==> src/rtl/wave_period_meter_if.sv <==
// wave_period_meter_if -- sample stream and measurement results of the wave
// period meter.
//   sample_en, wave     : qualified 8-bit offset-binary waveform samples
//   period              : last measured period in samples (CNT_W bits)
//   period_valid        : one-cycle pulse when period updates
//   locked              : a valid period is held and no timeout since
//   step_est            : recovered generator step select (period < 192)
//   timeout             : one-cycle pulse on loss of lock
// Modports: master drives samples and reads results; slave is the meter.
interface wave_period_meter_if #(
  parameter int unsigned CNT_W = 12
);
  logic             sample_en;
  logic [7:0]       wave;
  logic [CNT_W-1:0] period;
  logic             period_valid;
  logic             locked;
  logic             step_est;
  logic             timeout;

  modport master (
    output sample_en, wave,
    input  period, period_valid, locked, step_est, timeout
  );

  modport slave (
    input  sample_en, wave,
    output period, period_valid, locked, step_est, timeout
  );
endinterface

==> src/rtl/wave_period_meter.sv <==
// wave_period_meter -- measures the period, in samples, of the phase-accumulator
// sine generator output by timing rising midscale crossings with hysteresis.
// Ports:
//   clk  : clock, all logic on the rising edge
//   rst  : asynchronous active-low reset
//   bus  : wave_period_meter_if.slave (sample_en, wave in; period,
//          period_valid, locked, step_est, timeout out; all outputs registered)
// Parameters: HYST (hysteresis around 128), CNT_W (counter/period width),
//   TIMEOUT (samples without a rising event before lock is lost).
// Optional feature: define WPM_AVG_EN to report the average of the last four
// raw periods; without it the raw period is reported directly.
module wave_period_meter #(
  parameter int unsigned HYST    = 8,
  parameter int unsigned CNT_W   = 12,
  parameter int unsigned TIMEOUT = 600
) (
  input logic               clk,
  input logic               rst,
  wave_period_meter_if.slave bus
);
  localparam logic [7:0]       LO_TH   = 8'(128 - HYST);
  localparam logic [7:0]       HI_TH   = 8'(128 + HYST);
  localparam logic [CNT_W-1:0] TO_CNT  = CNT_W'(TIMEOUT);
  localparam logic [CNT_W-1:0] STEP_TH = CNT_W'(192);

  typedef enum logic {WAIT_LOW, WAIT_HIGH} state_t;

  state_t           state, state_nxt;
  logic             rise, to_hit;
  logic             armed;
  logic [CNT_W-1:0] cnt;
  logic [CNT_W-1:0] raw_period;
  logic [CNT_W-1:0] new_period;
  logic             new_valid;

  logic [CNT_W-1:0] period_r;
  logic             period_valid_r, locked_r, step_est_r, timeout_r;

  always_ff @(posedge clk or negedge rst) begin
    if (!rst) state <= WAIT_LOW;
    else      state <= state_nxt;
  end

  // Timeout is checked on the sample that finds cnt already at TIMEOUT, so an
  // edge arriving on that same sample still measures (period = TIMEOUT+1).
  always_comb begin
    state_nxt = state;
    rise      = 1'b0;
    to_hit    = 1'b0;
    if (bus.sample_en) begin
      case (state)
        WAIT_LOW:  if (bus.wave <= LO_TH) state_nxt = WAIT_HIGH;
        WAIT_HIGH: if (bus.wave >= HI_TH) begin
                     state_nxt = WAIT_LOW;
                     rise      = 1'b1;
                   end
        default:   state_nxt = WAIT_LOW;
      endcase
      if (!rise && armed && (cnt == TO_CNT)) begin
        to_hit    = 1'b1;
        state_nxt = WAIT_LOW;
      end
    end
  end

  assign raw_period = cnt + CNT_W'(1);

`ifdef WPM_AVG_EN
  logic [CNT_W-1:0] hist0, hist1, hist2;
  logic [1:0]       hist_n;
  logic [CNT_W+1:0] avg_sum;

  assign avg_sum    = (CNT_W+2)'(raw_period) + (CNT_W+2)'(hist0)
                    + (CNT_W+2)'(hist1) + (CNT_W+2)'(hist2);
  assign new_valid  = rise && armed && (hist_n == 2'd3);
  assign new_period = avg_sum[CNT_W+1:2];

  always_ff @(posedge clk or negedge rst) begin
    if (!rst) begin
      hist0  <= '0;
      hist1  <= '0;
      hist2  <= '0;
      hist_n <= '0;
    end else if (to_hit) begin
      hist_n <= '0;
    end else if (rise && armed) begin
      hist2 <= hist1;
      hist1 <= hist0;
      hist0 <= raw_period;
      if (hist_n != 2'd3) hist_n <= hist_n + 2'd1;
    end
  end
`else
  assign new_valid  = rise && armed;
  assign new_period = raw_period;
`endif

  always_ff @(posedge clk or negedge rst) begin
    if (!rst) begin
      armed          <= 1'b0;
      cnt            <= '0;
      period_r       <= '0;
      period_valid_r <= 1'b0;
      locked_r       <= 1'b0;
      step_est_r     <= 1'b0;
      timeout_r      <= 1'b0;
    end else begin
      period_valid_r <= 1'b0;
      timeout_r      <= 1'b0;
      if (to_hit) begin
        timeout_r <= 1'b1;
        locked_r  <= 1'b0;
        armed     <= 1'b0;
        cnt       <= '0;
      end else if (rise) begin
        armed <= 1'b1;
        cnt   <= '0;
        if (new_valid) begin
          period_r       <= new_period;
          period_valid_r <= 1'b1;
          locked_r       <= 1'b1;
          step_est_r     <= (new_period < STEP_TH);
        end
      end else if (bus.sample_en && armed) begin
        // cnt stays below TO_CNT here, so it cannot wrap
        cnt <= cnt + CNT_W'(1);
      end
    end
  end

  assign bus.period       = period_r;
  assign bus.period_valid = period_valid_r;
  assign bus.locked       = locked_r;
  assign bus.step_est     = step_est_r;
  assign bus.timeout      = timeout_r;
endmodule
==> src/flat_wrapper.sv <==
// flat-port wrapper written by rule: the top's interface ports become plain ports
module wave_period_meter_flat 
#(
  parameter int unsigned HYST    = 8,
  parameter int unsigned CNT_W   = 12,
  parameter int unsigned TIMEOUT = 600
)
  (clk, rst, bus_sample_en, bus_wave, bus_period, bus_period_valid, bus_locked, bus_step_est, bus_timeout);
  wave_period_meter_if #(.CNT_W(CNT_W)) bus_i ();
  input logic clk;
  input logic rst;
  input wire logic [$bits(bus_i.sample_en)-1:0] bus_sample_en;
  input wire logic [$bits(bus_i.wave)-1:0] bus_wave;
  output wire logic [$bits(bus_i.period)-1:0] bus_period;
  output wire logic [$bits(bus_i.period_valid)-1:0] bus_period_valid;
  output wire logic [$bits(bus_i.locked)-1:0] bus_locked;
  output wire logic [$bits(bus_i.step_est)-1:0] bus_step_est;
  output wire logic [$bits(bus_i.timeout)-1:0] bus_timeout;
  assign bus_i.sample_en = bus_sample_en;
  assign bus_i.wave = bus_wave;
  assign bus_period = bus_i.period;
  assign bus_period_valid = bus_i.period_valid;
  assign bus_locked = bus_i.locked;
  assign bus_step_est = bus_i.step_est;
  assign bus_timeout = bus_i.timeout;
  wave_period_meter #(.HYST(HYST), .CNT_W(CNT_W), .TIMEOUT(TIMEOUT)) u_core (.clk(clk), .rst(rst), .bus(bus_i));
endmodule
==> config.mk <==
export PLATFORM = sky130hd
export DESIGN_NAME = wave_period_meter_flat
export DESIGN_NICKNAME = d
export VERILOG_FILES = /design/src/rtl/wave_period_meter_if.sv /design/src/rtl/wave_period_meter.sv /design/src/flat_wrapper.sv
export SDC_FILE = /design/constraint.sdc
export NUM_CORES = 1
export LEC_CHECK = 0
export CORE_ASPECT_RATIO = 1.5
export CORE_MARGIN = 1.5
export CORE_UTILIZATION = 56
export CTS_BUF_LIST = sky130_fd_sc_hd__clkbuf_16
export DETAILED_ROUTE_END_ITERATION = 10
export GPL_ROUTABILITY_DRIVEN = 0
export PLACE_DENSITY = 0.94
export SLEW_MARGIN = 20
export SYNTH_ARGS = -nofsm -noshare
export SYNTH_HDL_FRONTEND = slang
export SYNTH_SLANG_ARGS = --single-unit
==> constraint.sdc <==
create_clock -name clk -period 4.75 [get_ports clk]
set_clock_uncertainty 0.15 [all_clocks]
set_input_delay 1.425 -clock clk [delete_from_list [all_inputs] [get_ports clk]]
set_output_delay 1.425 -clock clk [all_outputs]
set_load 0.05 [all_outputs]
==> flow_metrics.env <==
export IMPL_syn_inst=180
export IMPL_ys_warn_count=0
export IMPL_routed_wl_mm=3.70
export IMPL_netlist_area_leader_share=0.465
export IMPL_synth_main_ff_cell="dfrtp_1"
export IMPL_dr_first_iter_drc_count=78
export IMPL_highest_layer="met4"
export IMPL_cap_violations=0
export IMPL_utilization=0.747
export IMPL_antenna_found_initial=0
export IMPL_cts_resized=0
export IMPL_hold_buffers=0
export IMPL_power_frac_comb=0.285
export IMPL_endpoint_kind="flip-flop"
export IMPL_wl_met2_mm=1.91
export IMPL_dieArea_sq_mm=0.00322
export IMPL_dieHeight_um=68.8
export IMPL_seq_area_frac_synth=0.465
export IMPL_switching_power_uw=278
export IMPL_power_frac_seq=0.378
export IMPL_dp_hpwl_mm=2.59
export IMPL_coreArea_sq_mm=0.00271
export IMPL_tightest_slew_ns=0.501
export IMPL_fin_nets=219
export IMPL_synth_seq_cells=30
export IMPL_finalCritPeriodShare=0.691
export IMPL_crit_arrival_ns=3.32
export IMPL_drive_gt1_frac=0.0825
export IMPL_numCtsBuffers=5
export IMPL_port_buffers=26
export IMPL_cellPowerDensity_mw_per_mm2=418
export IMPL_ios=27
export IMPL_clk_latency_ns=0.27
export IMPL_cts_htree_levels=2
export IMPL_setup_viol=0
export IMPL_route_detailed_drc=0
export IMPL_cts_tree="done"
export IMPL_min_period_ns=3.28
export IMPL_vias_per_cell=6.03
export IMPL_ir_drop_v=0.000400
export IMPL_grt_pass1_vias=1454
export IMPL_start_util=0.597
export IMPL_setup_tns_ns=0
export IMPL_start_kind="input port"
export IMPL_placedCellCount=236
export IMPL_postCtsSetupBuffers=0
export IMPL_cts_buffer_depth=2
export IMPL_path_class="input port to flip-flop"
export IMPL_p_clk_frac=0.337
export IMPL_p_leak_uw=0.000828
export IMPL_internal_power_uw=568
export IMPL_yosys_area_top_type="dfrtp_1"
export IMPL_status="completed"
export IMPL_cp_required_ns=4.79
export IMPL_rsz0062_at_grt="false"
export IMPL_m1WireLength_mm=1.35
export IMPL_yosysMostFrequentCell="dfrtp_1"
export IMPL_syn_to_final_growth_pct=25.1
export IMPL_vias=1466
export IMPL_hold_viol=0
export IMPL_cts_root_buf="clkbuf_16"
export IMPL_fin_cells=243
export IMPL_drtPass1Iterations=4
export IMPL_ant_nets=0
export IMPL_rows=23
export IMPL_wl_met3_um=265
export IMPL_synthDistinctLibCells=37
export IMPL_antenna_cells=0
export IMPL_grt_overflow_total=0
export IMPL_finalMaxSlewViolations=0
export IMPL_grt_max_degree=31
export IMPL_fmax_mhz=305
export IMPL_crit_fanout=6
export IMPL_syn_area_sq_mm=0.00162
export IMPL_yosys_top_cells_count="dfrtp_1 (30), nand2_1 (23), o21ai_0 (23)"
export IMPL_async_flop_share=1.00
export IMPL_wl_per_cell_um=15.2
export IMPL_max_slew_margin=0.663
export IMPL_clock_sinks=30
export IMPL_syn_num_nets=193
export IMPL_grtUsageTotal=0.290
export IMPL_clkTransAtPathRegs_ns=0.05
export IMPL_netSwitchingFraction=0.328
export IMPL_placed_area_sq_mm=0.00189
export IMPL_avgSynthCellArea_sq_um=8.97
export IMPL_netlist_top_cells_area="dfrtp_1 (46%), o21ai_0 (7.1%), nand2_1 (5.3%)"
export IMPL_hold_class="flip-flop to flip-flop"
export IMPL_grt_pass1_wl_mm=6.46
export IMPL_die_w_um=46.9
export IMPL_synth_edf_count=0
export IMPL_fin_area_sq_mm=0.00202
[metal layers]
| metal | GRT usage | vias to the layer above |
|---|---|---|
| li1 | - | 685 |
| met1 | 0.322 | 675 |
| met2 | 0.462 | 86 |
| met3 | 0.102 | 20 |
| met4 | 0.177 | 0 |
| met5 | 0 | - |
[state kept, by name, summed over array words and instances, names as in the netlist]
name / flops
u_core.bus.period: 12
u_core.cnt: 12
u_core.armed: 1
u_core.bus.locked: 1
u_core.bus.period_valid: 1
u_core.bus.step_est: 1
u_core.bus.timeout: 1
u_core.state: 1
[metrics by stage]
step / setup WS (ns) / hold WS [ns] / power [uW]
finish: 1.47 / 0.318 / 845
global route: 1.30 / 0.351 / 882
CTS: 1.51 / 0.323 / 850
detailed placement: 1.22 / 0.312 / 557
global placement: 1.29 / 0.308 / 549
floorplan: 1.81 / 0.367 / 482
[final cells by class]
type,count,area [sq um]
repair buffers,29,283
multi-input cells,130,771
inverters,10,37.5
clock buffers,5,125
clock inverters,2,7.51
well taps,37,46.3
flip-flops and latches,30,751
fillers,216,684
[cells in the final DEF, fill, tap and decap left out, types with 2 or more instances in the layout]
master | Yosys | routed
a21o_1 | 2 | 2
a21oi_1 | 7 | 7
a22o_1 | 2 | 2
buf_4 | 0 | 3
clkbuf_16 | 0 | 5
clkdlybuf4s50_1 | 0 | 26
dfrtp_1 | 30 | 30
ha_1 | 2 | 2
inv_1 | 10 | 12
nand2_1 | 23 | 23
nand3_1 | 11 | 11
nand4_1 | 7 | 7
nor2_1 | 7 | 7
nor3_1 | 9 | 9
nor4_1 | 3 | 3
o21a_1 | 2 | 2
o21ai_0 | 23 | 23
o41ai_1 | 2 | 2
or2_2 | 2 | 2
or3_1 | 3 | 3
xnor2_1 | 9 | 9
[final timing paths]
path	start	to	slack, ns	depth (start not counted)
max	bus_wave[6]	u_core.cnt[11]	1.47	6
min	u_core.bus.period[1]	u_core.bus.period[1]	0.32	2
max in group asynchronous	rst	u_core.cnt[8]	2.77	2
min reg2reg	u_core.bus.period[1]	u_core.bus.period[1]	0.32	2
min in group asynchronous	rst	u_core.bus.locked	1.40	2
max reg2reg	u_core.cnt[0]	u_core.cnt[5]	2.25	7
[worst max-delay path, cell delays in order]
cell and delay, ns:
clkdlybuf4s50_1 0.42, nor4_1 0.44, o211ai_1 0.22, or2_2 0.37, or3_1 0.35, o21ai_0 0.09
[power groups by stage]
| stage | clock network, uW | logic (uW) | registers (uW) |
|---|---|---|---|
| detailed placement | 0 | 235 | 322 |
| finish | 285 | 241 | 320 |
| CTS | 290 | 240 | 319 |
| global route | 301 | 257 | 324 |
| global placement | 0 | 229 | 320 |
| floorplan | 0 | 91.8 | 391 |
[logic make-up after synthesis]
group / count (synthesis) / synth area share
AND/OR/NAND/NOR: 75 / 0.247
AO/OA/AOI/OAI: 42 / 0.154
flip-flops: 30 / 0.465
buffers and inverters: 20 / 0.0581
XOR/XNOR: 10 / 0.0542
adder cells (fa/ha/maj): 2 / 0.0155
multiplexers: 1 / 0.00620
(Power assumes the default switching activity.)
